--- src/rtl/sample_packer.sv ---
// sample_packer
// Packs SAMPLE_WIDTH-bit samples (ADC input or an internal test counter) into
// WORD_WIDTH-bit words, either one sample per word or as a dense LSB-first bit
// stream. Words leave through a 2-entry valid/ready queue. A flush word is
// emitted at end of capture when packed bits remain. Dropped words raise a
// sticky overflow flag that is cleared at the next capture start.
module sample_packer #(
    parameter int SAMPLE_WIDTH = 10,
    parameter int WORD_WIDTH   = 16
) (
    input  logic                    clock,
    input  logic                    nReset,
    input  logic                    collectData,
    input  logic [1:0]              mode,
    input  logic [SAMPLE_WIDTH-1:0] sampleIn,
    output logic [WORD_WIDTH-1:0]   dataOut,
    output logic                    dataValid,
    input  logic                    dataReady,
    output logic                    bufferOverflow,
    output logic                    busy
);

    // Accumulator holds at most WORD_WIDTH-1 leftover bits plus one new sample.
    localparam int ACC_W = WORD_WIDTH + SAMPLE_WIDTH - 1;
    // One extra bit so the OR-in of a sample never loses its top bit.
    localparam int SUM_W = WORD_WIDTH + SAMPLE_WIDTH;
    // Bit counter must represent values up to WORD_WIDTH+SAMPLE_WIDTH-1.
    localparam int BC_W  = $clog2(SUM_W + 1);

    // Capture control state
    logic                    collect_prev_reg;
    logic [1:0]              mode_reg;
    logic [SAMPLE_WIDTH-1:0] cnt_reg,     cnt_next;

    // Packing state
    logic [ACC_W-1:0]        acc_reg,     acc_next;
    logic [BC_W-1:0]         bit_cnt_reg, bit_cnt_next;

    // Output queue state: entry 0 is the head and drives dataOut directly
    logic [WORD_WIDTH-1:0]   q0_reg,      q0_next;
    logic [WORD_WIDTH-1:0]   q1_reg,      q1_next;
    logic [1:0]              q_count_reg, q_count_next;
    logic                    ovf_reg,     ovf_next;

    // Per-edge decode
    logic                    start;
    logic [1:0]              mode_eff;
    logic [SAMPLE_WIDTH-1:0] cnt_eff;
    logic [SAMPLE_WIDTH-1:0] sample;
    logic [ACC_W-1:0]        acc_base;
    logic [BC_W-1:0]         bc_base;
    logic [SUM_W-1:0]        acc_or;
    logic [BC_W-1:0]         bc_sum;
    logic                    produce;
    logic [WORD_WIDTH-1:0]   word;
    logic                    pop;
    logic                    drop;

    assign dataOut        = q0_reg;
    assign dataValid      = (q_count_reg != 2'd0);
    assign bufferOverflow = ovf_reg;
    // collect_prev_reg also covers a pending flush: the flush word is pushed
    // on the same edge that clears it, so busy never dips in between.
    assign busy           = collect_prev_reg | dataValid;

    // Capture start uses the live mode and a fresh counter/accumulator on the
    // very edge that consumes the first sample.
    always_comb begin
        start    = collectData && !collect_prev_reg;
        mode_eff = start ? mode : mode_reg;
        cnt_eff  = start ? '0 : cnt_reg;
        sample   = mode_eff[1] ? cnt_eff : sampleIn;
        acc_base = start ? '0 : acc_reg;
        bc_base  = start ? '0 : bit_cnt_reg;
        acc_or   = {1'b0, acc_base} | (SUM_W'(sample) << bc_base);
        bc_sum   = bc_base + BC_W'(SAMPLE_WIDTH);
    end

    // Sample consumption, packing and end-of-capture flush; yields at most one word
    always_comb begin
        produce      = 1'b0;
        word         = '0;
        acc_next     = acc_reg;
        bit_cnt_next = bit_cnt_reg;
        cnt_next     = cnt_reg;
        if (collectData) begin
            cnt_next = mode_eff[1] ? (cnt_eff + SAMPLE_WIDTH'(1)) : cnt_eff;
            if (mode_eff[0]) begin
                if (bc_sum >= BC_W'(WORD_WIDTH)) begin
                    produce      = 1'b1;
                    word         = acc_or[WORD_WIDTH-1:0];
                    acc_next     = ACC_W'(acc_or >> WORD_WIDTH);
                    bit_cnt_next = bc_sum - BC_W'(WORD_WIDTH);
                end else begin
                    acc_next     = ACC_W'(acc_or);
                    bit_cnt_next = bc_sum;
                end
            end else begin
                produce      = 1'b1;
                word         = WORD_WIDTH'(sample);
                acc_next     = '0;
                bit_cnt_next = '0;
            end
        end else if (collect_prev_reg) begin
            // First idle edge after a capture: emit any partial packed word.
            if (mode_reg[0] && (bit_cnt_reg != '0)) begin
                produce = 1'b1;
                word    = acc_reg[WORD_WIDTH-1:0];
            end
            acc_next     = '0;
            bit_cnt_next = '0;
        end
    end

    // Two-entry queue with simultaneous push/pop and drop-on-full detection
    always_comb begin
        pop          = dataValid && dataReady;
        drop         = 1'b0;
        q0_next      = q0_reg;
        q1_next      = q1_reg;
        q_count_next = q_count_reg;
        case (q_count_reg)
            2'd0: begin
                if (produce) begin
                    q0_next      = word;
                    q_count_next = 2'd1;
                end
            end
            2'd1: begin
                if (pop && produce) begin
                    q0_next = word;
                end else if (pop) begin
                    q_count_next = 2'd0;
                end else if (produce) begin
                    q1_next      = word;
                    q_count_next = 2'd2;
                end
            end
            default: begin
                if (pop && produce) begin
                    q0_next = q1_reg;
                    q1_next = word;
                end else if (pop) begin
                    q0_next      = q1_reg;
                    q_count_next = 2'd1;
                end else if (produce) begin
                    drop = 1'b1;
                end
            end
        endcase
        ovf_next = ovf_reg;
        if (start) begin
            ovf_next = 1'b0;
        end
        if (drop) begin
            ovf_next = 1'b1;
        end
    end

    // Capture control registers; mode is only sampled at capture start
    always_ff @(posedge clock or negedge nReset) begin
        if (!nReset) begin
            collect_prev_reg <= 1'b0;
            mode_reg         <= '0;
            cnt_reg          <= '0;
        end else begin
            collect_prev_reg <= collectData;
            cnt_reg          <= cnt_next;
            if (start) begin
                mode_reg <= mode;
            end
        end
    end

    // Packing registers
    always_ff @(posedge clock or negedge nReset) begin
        if (!nReset) begin
            acc_reg     <= '0;
            bit_cnt_reg <= '0;
        end else begin
            acc_reg     <= acc_next;
            bit_cnt_reg <= bit_cnt_next;
        end
    end

    // Queue and overflow registers
    always_ff @(posedge clock or negedge nReset) begin
        if (!nReset) begin
            q0_reg      <= '0;
            q1_reg      <= '0;
            q_count_reg <= '0;
            ovf_reg     <= 1'b0;
        end else begin
            q0_reg      <= q0_next;
            q1_reg      <= q1_next;
            q_count_reg <= q_count_next;
            ovf_reg     <= ovf_next;
        end
    end

endmodule

--- config.mk ---
export PLATFORM = sky130hd
export DESIGN_NAME = sample_packer
export DESIGN_NICKNAME = d
export VERILOG_FILES = /design/src/rtl/sample_packer.sv
export SDC_FILE = /design/constraint.sdc
export NUM_CORES = 1
export LEC_CHECK = 0
export CAP_MARGIN = 20
export CORE_ASPECT_RATIO = 0.9
export CORE_MARGIN = 2
export CORE_UTILIZATION = 45
export CTS_BUF_LIST = sky130_fd_sc_hd__clkbuf_16
export CTS_CLUSTER_DIAMETER = 60
export DETAILED_ROUTE_END_ITERATION = 7
export GPL_TIMING_DRIVEN = 0
export PLACE_DENSITY_LB_ADDON = 0.05
export SKIP_LAST_GASP = 1
export SYNTH_ARGS = -nofsm -noshare
export SYNTH_HDL_FRONTEND = slang
export SYNTH_SLANG_ARGS = --single-unit
--- constraint.sdc ---
create_clock -name clock -period 3.1 [get_ports clock]
set_input_delay 0.62 -clock clock [delete_from_list [all_inputs] [get_ports clock]]
set_output_delay 0.62 -clock clock [all_outputs]
set_load 0.01 [all_outputs]
==> out/qor.csv, run 1 <==
stage,metric,value,unit
routing,final WL,19.37,mm
logic_synthesis,post-synthesis cell area,5116,um2
timing,Fin Hold WS,0.2156,ns
timing,Final Skew,0.005641,ns
logic_synthesis,#FFs+latches synth,78,
worst_setup_path,arrival time worst endpoint,3.23,ns
finish,Layout Nets,664,
timing,final period utilization,96.32,%
worst_setup_path,Critical Path Source Type,input pin,
logic_synthesis,ys flop type,dfrtp_1,
routing,via count,5308,
floorplan,Die ar.,12240,um2
worst_setup_path,CP Launch Point,collectData,
worst_setup_path,CP required,3.34,ns
logic_synthesis,ys async rst share,100.0,%
pwr,Switch Pwr,1443,uW
timing,Worst-Margin Slew,0.8493,ns
clock_tree,Max clock buf depth,2,
global_route,first-pass GRT wire length,30.04,mm
worst_setup_path,R2R Path Start,bit_cnt_reg[4],
global_route,overall routing resource usage,32.92,%
finish,P&R area growth vs syn,17.68,%
floorplan,starting density of the core,46.74,%
worst_setup_path,CP Capture Point,acc_reg[7],
place,routability cong.,1.007,
finish,"most common cell after layout, fill and taps aside",dfrtp_1,
place,Post-DP Area,5672,um2
timing,maximum clock frequency,334.9,MHz
pwr,sequential share of power,35.9,%
logic_synthesis,sequential area share after synthesis,38.15,%
floorplan,num rows,36,
place,# port buffers,34,
clock_tree,Clock transition at path regs,0.07,ns
finish,final core area utilization,55.01,%
logic_synthesis,"EDFF count, synth",0,
pwr,Lkg Pwr,0.002523,uW
timing,post-layout min period,2.986,ns
clock_tree,TritonCTS Sinks,78,
routing,First-pass DRT Iterations,6,
logic_synthesis,Yosys cell types,84,
timing,Slew HR,43.04,%
routing,DR DRC count,0,
worst_setup_path,R2R Path End,q1_reg[2],
global_route,largest net degree at the start of global routing,46,
global_route,antenna violations before repair,0,
timing,final setup fails,0,
finish,n_diodes,0,
clock_tree,TritonCTS clock tree,built,
worst_setup_path,worst setup path class,in -> reg,
pwr,Peak supply drop,0.0005180,V
floorplan,IO Pins,35,
timing,Max Slew Vio Count,0,
clock_tree,Root Buffer,clkbuf_16,
finish,most frequent cells in the layout,"78 x dfrtp_1, 69 x nor2_1, 67 x nand2_1, 56 x a21oi_1, 37 x o21ai_0",
global_route,GR Overflow Total,0,
worst_hold_path,Hold WC Path Type,in -> async,
timing,"Hold Vio Cnt, Final",0,
pwr,Sw Share,37.08,%
routing,Via density,6.610,
finish,max reg flops,25,
clock_tree,hold bufs inserted after CTS,0,
worst_setup_path,worst-path maximum fanout,10,
global_route,vias in the first global route,5058,
finish,fin area,6021,um2
pwr,Total Power,3892,uW
logic_synthesis,Post-Syn Instances,600,
pwr,share of power burned in the clock network,28.5,%
clock_tree,H-tree depth,3,
finish,share of post-route cells with drive strength above 1,13.36,%
clock_tree,postcts setup bufs,0,
worst_setup_path,reg2reg setup slack,0.27,ns
routing,remaining antenna violation count,0,
status,status,"complete, no violations",
clock_tree,TritonCTS buffer count,9,
timing,RSZ-0062 raised after global routing,no,
run,Max Cap Violations,0,
clock_tree,latest clock arrival within the worst-skew pair,0.35,ns
logic_synthesis,Syn. warnings,0,
place,Final HPWL DP,14.59,mm
routing,WL per Instance,24.13,um
floorplan,Die Y,105.2,um
worst_setup_path,Worst Setup End Kind,flip-flop,
logic_synthesis,Syn Area/Cell,8.527,um2
pwr,internal power,2449,uW
routing,drt initial violations,728,
pwr,Power Dens Cells,646.4,nW/um2
pwr,combinational group share of total power,35.5,%
logic_synthesis,Post-Syn Nets,618,
floorplan,core footprint,10950,um2
floorplan,Die Wd,116.4,um
worst_setup_path,cell depth of the worst flop-to-flop path,8,
## repair_timing
action | in CTS | in global routing
resized for setup | 3 | 8
setup endpoints to repair | 8 | 12
endpoints found under the hold margin | 0 | 0
## Yosys cell counts, drive strengths merged (11+ instances only)
| master | n | area share [%] |
|---|---|---|
| a21oi | 61 | 6.5 |
| nor2 | 71 | 5.2 |
| o211ai | 13 | 2.0 |
| nand3 | 14 | 1.4 |
| inv | 11 | 0.81 |
| buf | 29 | 3.4 |
| o21ai | 45 | 4.7 |
| dfrtp | 78 | 38 |
| a22oi | 15 | 2.3 |
| a31oi | 11 | 1.5 |
| nand2 | 68 | 5.0 |
| nor3 | 13 | 1.5 |
## power by group through the flow
stage / Sequential (uW) / Combinational, uW / Clock, uW
CTS: 1390 / 1350 / 1130
detailed placement: 1410 / 1340 / 0
floorplan: 1430 / 766 / 0
global route: 1420 / 1500 / 1170
finish: 1400 / 1380 / 1110
global placement: 1400 / 1320 / 0
## critical path: stages
cell and delay, ns:
clkdlybuf4s50_1 0.61, buf_4 0.26, clkbuf_1 0.48, nor2_1 0.34, nand2_1 0.21, o31ai_1 0.10, nor4_1 0.31, nand3_1 0.14
and3_1 0.16
## cell type report
cell class | count | area [um2]
well taps | 152 | 190.2
fillers | 1066 | 4925
repair buffers | 35 | 365.4
inverters | 14 | 52.55
flip-flops and latches | 78 | 1952
clock buffers | 9 | 225.2
multi-input cells | 471 | 2945
plain buffers | 37 | 212.7
clock inverters | 7 | 77.57
## cell families (layout without fill, tap and decap cells)
group	after synthesis	after routing	share of synthesized area, %
AOI/OAI and AO/OA	224	224	30.84
xor gates and xnor gates	10	10	1.859
adders and majority gates	2	2	0.4890
buffers and inverters	51	102	5.014
DFF	78	78	38.15
muxes	13	13	2.666
and+or+nand+nor	222	222	20.98
## layer usage
metal  routed length [um]  up-vias  GRT usage (%)
li1                     -     2328              -
met1                 8630     2576          49.76
met2                 7995      347          45.31
met3                 2078       57          6.961
met4                  668        0          12.84
met5                    0        -              0
## per-stage QoR
step                      std cells  setup slack [ns]  TNS, ns
final                           803            0.1140        0
after global routing            803          0.009284        0
after CTS                       803           0.03925        0
after detailed placement        787           -0.5432   -8.392
after global placement          786            -1.420  -118.87
after floorplan                 600            0.7251        0
## how the worst min path moves through the flow
| stage | from | to | slack (ns) |
|---|---|---|---|
| after floorplan | nReset | acc_reg[0] | 0.32 |
| after global placement | dataOut[5] | dataOut[5] | 0.46 |
| after detailed placement | bufferOverflow | bufferOverflow | 0.47 |
| after CTS | nReset | cnt_reg[2] | 0.23 |
| after global routing | nReset | cnt_reg[2] | 0.25 |
| final | nReset | cnt_reg[2] | 0.22 |
Note: power is estimated with default switching activity, not from simulation.
==> run 2, diff against run 1 <==
--- a/config.mk
+++ b/config.mk
@@ -13,6 +13,7 @@
 export CTS_CLUSTER_DIAMETER = 60
 export DETAILED_ROUTE_END_ITERATION = 7
 export GPL_TIMING_DRIVEN = 0
+export HOLD_SLACK_MARGIN = 0.05
 export PLACE_DENSITY_LB_ADDON = 0.05
 export SKIP_LAST_GASP = 1
 export SYNTH_ARGS = -nofsm -noshare
==> constraint.sdc (replaced) <==
create_clock -name clock -period 3.7 [get_ports clock]
set_input_delay 0.74 -clock clock [delete_from_list [all_inputs] [get_ports clock]]
set_output_delay 0.74 -clock clock [all_outputs]
set_load 0.01 [all_outputs]
==> out/qor.csv, run 2 (same netlist as run 1, synthesis figures left out) <==
stage,metric,value,unit
place,routability cong.,1.007,
pwr,Peak supply drop,0.0004343,V
routing,final WL,19.33,mm
worst_hold_path,Hold WC Path Type,in -> async,
clock_tree,postcts setup bufs,0,
floorplan,starting density of the core,46.74,%
floorplan,core footprint,10950,um2
clock_tree,TritonCTS clock tree,built,
clock_tree,TritonCTS Sinks,78,
timing,final period utilization,93.63,%
routing,DR DRC count,0,
clock_tree,TritonCTS buffer count,9,
global_route,GR Overflow Total,0,
place,Final HPWL DP,14.59,mm
timing,maximum clock frequency,288.7,MHz
pwr,Total Power,3252,uW
global_route,vias in the first global route,5054,
finish,"most common cell after layout, fill and taps aside",dfrtp_1,
clock_tree,Resize count post-CTS,0,
finish,P&R area growth vs syn,16.78,%
worst_setup_path,Critical Path Source Type,input pin,
clock_tree,H-tree depth,3,
clock_tree,Max clock buf depth,2,
timing,final setup TNS,0,ns
routing,via count,5278,
timing,RSZ-0062 raised after global routing,no,
timing,post-layout min period,3.464,ns
routing,WL per Instance,24.07,um
clock_tree,hold bufs inserted after CTS,0,
finish,max reg flops,25,
floorplan,IO Pins,35,
timing,Fin Hold WS,0.3363,ns
finish,most frequent cells in the layout,"78 x dfrtp_1, 71 x nor2_1, 67 x nand2_1, 56 x a21oi_1, 37 x o21ai_0",
timing,final setup fails,0,
floorplan,Die ar.,12240,um2
worst_setup_path,Worst Setup End Kind,flip-flop,
worst_setup_path,worst setup path class,in -> reg,
floorplan,Die Y,105.2,um
routing,drt initial violations,666,
worst_setup_path,reg2reg setup slack,0.65,ns
worst_setup_path,CP required,3.90,ns
routing,First-pass DRT Iterations,5,
timing,Worst-Margin Slew,0.9206,ns
finish,"Cell Count, Final, Fillers Out",803,
routing,Via density,6.573,
clock_tree,Clock transition at path regs,0.06,ns
worst_setup_path,worst-path maximum fanout,10,
finish,share of post-route cells with drive strength above 1,12.29,%
pwr,Power Dens Cells,544.4,nW/um2
finish,Filler cells,1070,
clock_tree,latest clock arrival within the worst-skew pair,0.35,ns
finish,n_diodes,0,
global_route,largest net degree at the start of global routing,46,
floorplan,num rows,36,
timing,Slew HR,38.63,%
timing,post-route setup slack,0.2356,ns
worst_setup_path,arrival time worst endpoint,3.66,ns
global_route,antenna violations before repair,0,
run,Max Cap Violations,0,
place,# port buffers,34,
floorplan,Die Wd,116.4,um
global_route,overall routing resource usage,32.82,%
timing,"Hold Vio Cnt, Final",0,
global_route,first-pass GRT wire length,29.95,mm
status,status,"complete, no violations",
timing,Max Slew Vio Count,0,
finish,Layout Nets,664,
timing,Final Skew,0.005933,ns
routing,remaining antenna violation count,0,
clock_tree,Root Buffer,clkbuf_16,
pwr,Lkg Pwr,0.002510,uW
place,"worst slack, placed",-0.06321,ns
place,placed cells,787,
-- run 2: changes by cell type in the layout (fill, tap and decap cells not counted), sizes merged --
cell	change
buf	+3
clkbuf	-3
-- run 2: path summary, 6_finish.rpt --
kind / startpoint / to / cells after the start
setup / recovery: collectData / dataOut[0] / 8
hold / removal: nReset / cnt_reg[2] / 1
setup reg to reg: bit_cnt_reg[0] / q1_reg[7] / 9
hold reg to reg: bufferOverflow / bufferOverflow / 2
max in group asynchronous: nReset / dataOut[11] / 2
min in group clock: bufferOverflow / bufferOverflow / 2
-- run 2: cell type report --
type / instances / area [um2] / area share, %
multi-input combinational: 471 / 2908 / 48.67
sequential: 78 / 1952 / 32.67
timing repair buffer: 35 / 365.4 / 6.115
clock buffer: 9 / 225.2 / 3.770
buffer: 37 / 203.9 / 3.414
tap: 152 / 190.2 / 3.183
clock inverter: 7 / 77.57 / 1.298
inverter: 14 / 52.55 / 0.8796
-- run 2: power breakdown --
part	switching, uW	internal (uW)	leakage, uW	total, uW
sequential	121	1050	0.00102	1170
combinational	684	465	0.00134	1150
clock	400	532	0.000153	932
total	1200	2050	0.00251	3250
-- run 2: critical path: stages --
cell and delay (ns):
clkdlybuf4s50_1 0.61, nor2b_4 0.28, buf_4 0.22, buf_2 0.30, buf_2 0.33, o21ai_0 0.18
a221oi_1 0.80, o211ai_1 0.19
-- run 2: layer usage --
metal  share of wire [%]  up-vias  track usage [%]
met5                   0        -                0
met4                 3.1        0            12.76
met3                  11       45            7.309
met2                  42      333            45.60
met1                  44     2574            49.03
li1                    -     2326                -
-- run 2: per-stage QoR --
stage               cell area [um2]  util [%]
global placement               5647     51.59
finish                         5974     54.58
global route                   5974     54.58
floorplan                      5116         -
detailed placement             5672     51.82
CTS                            5974     54.58
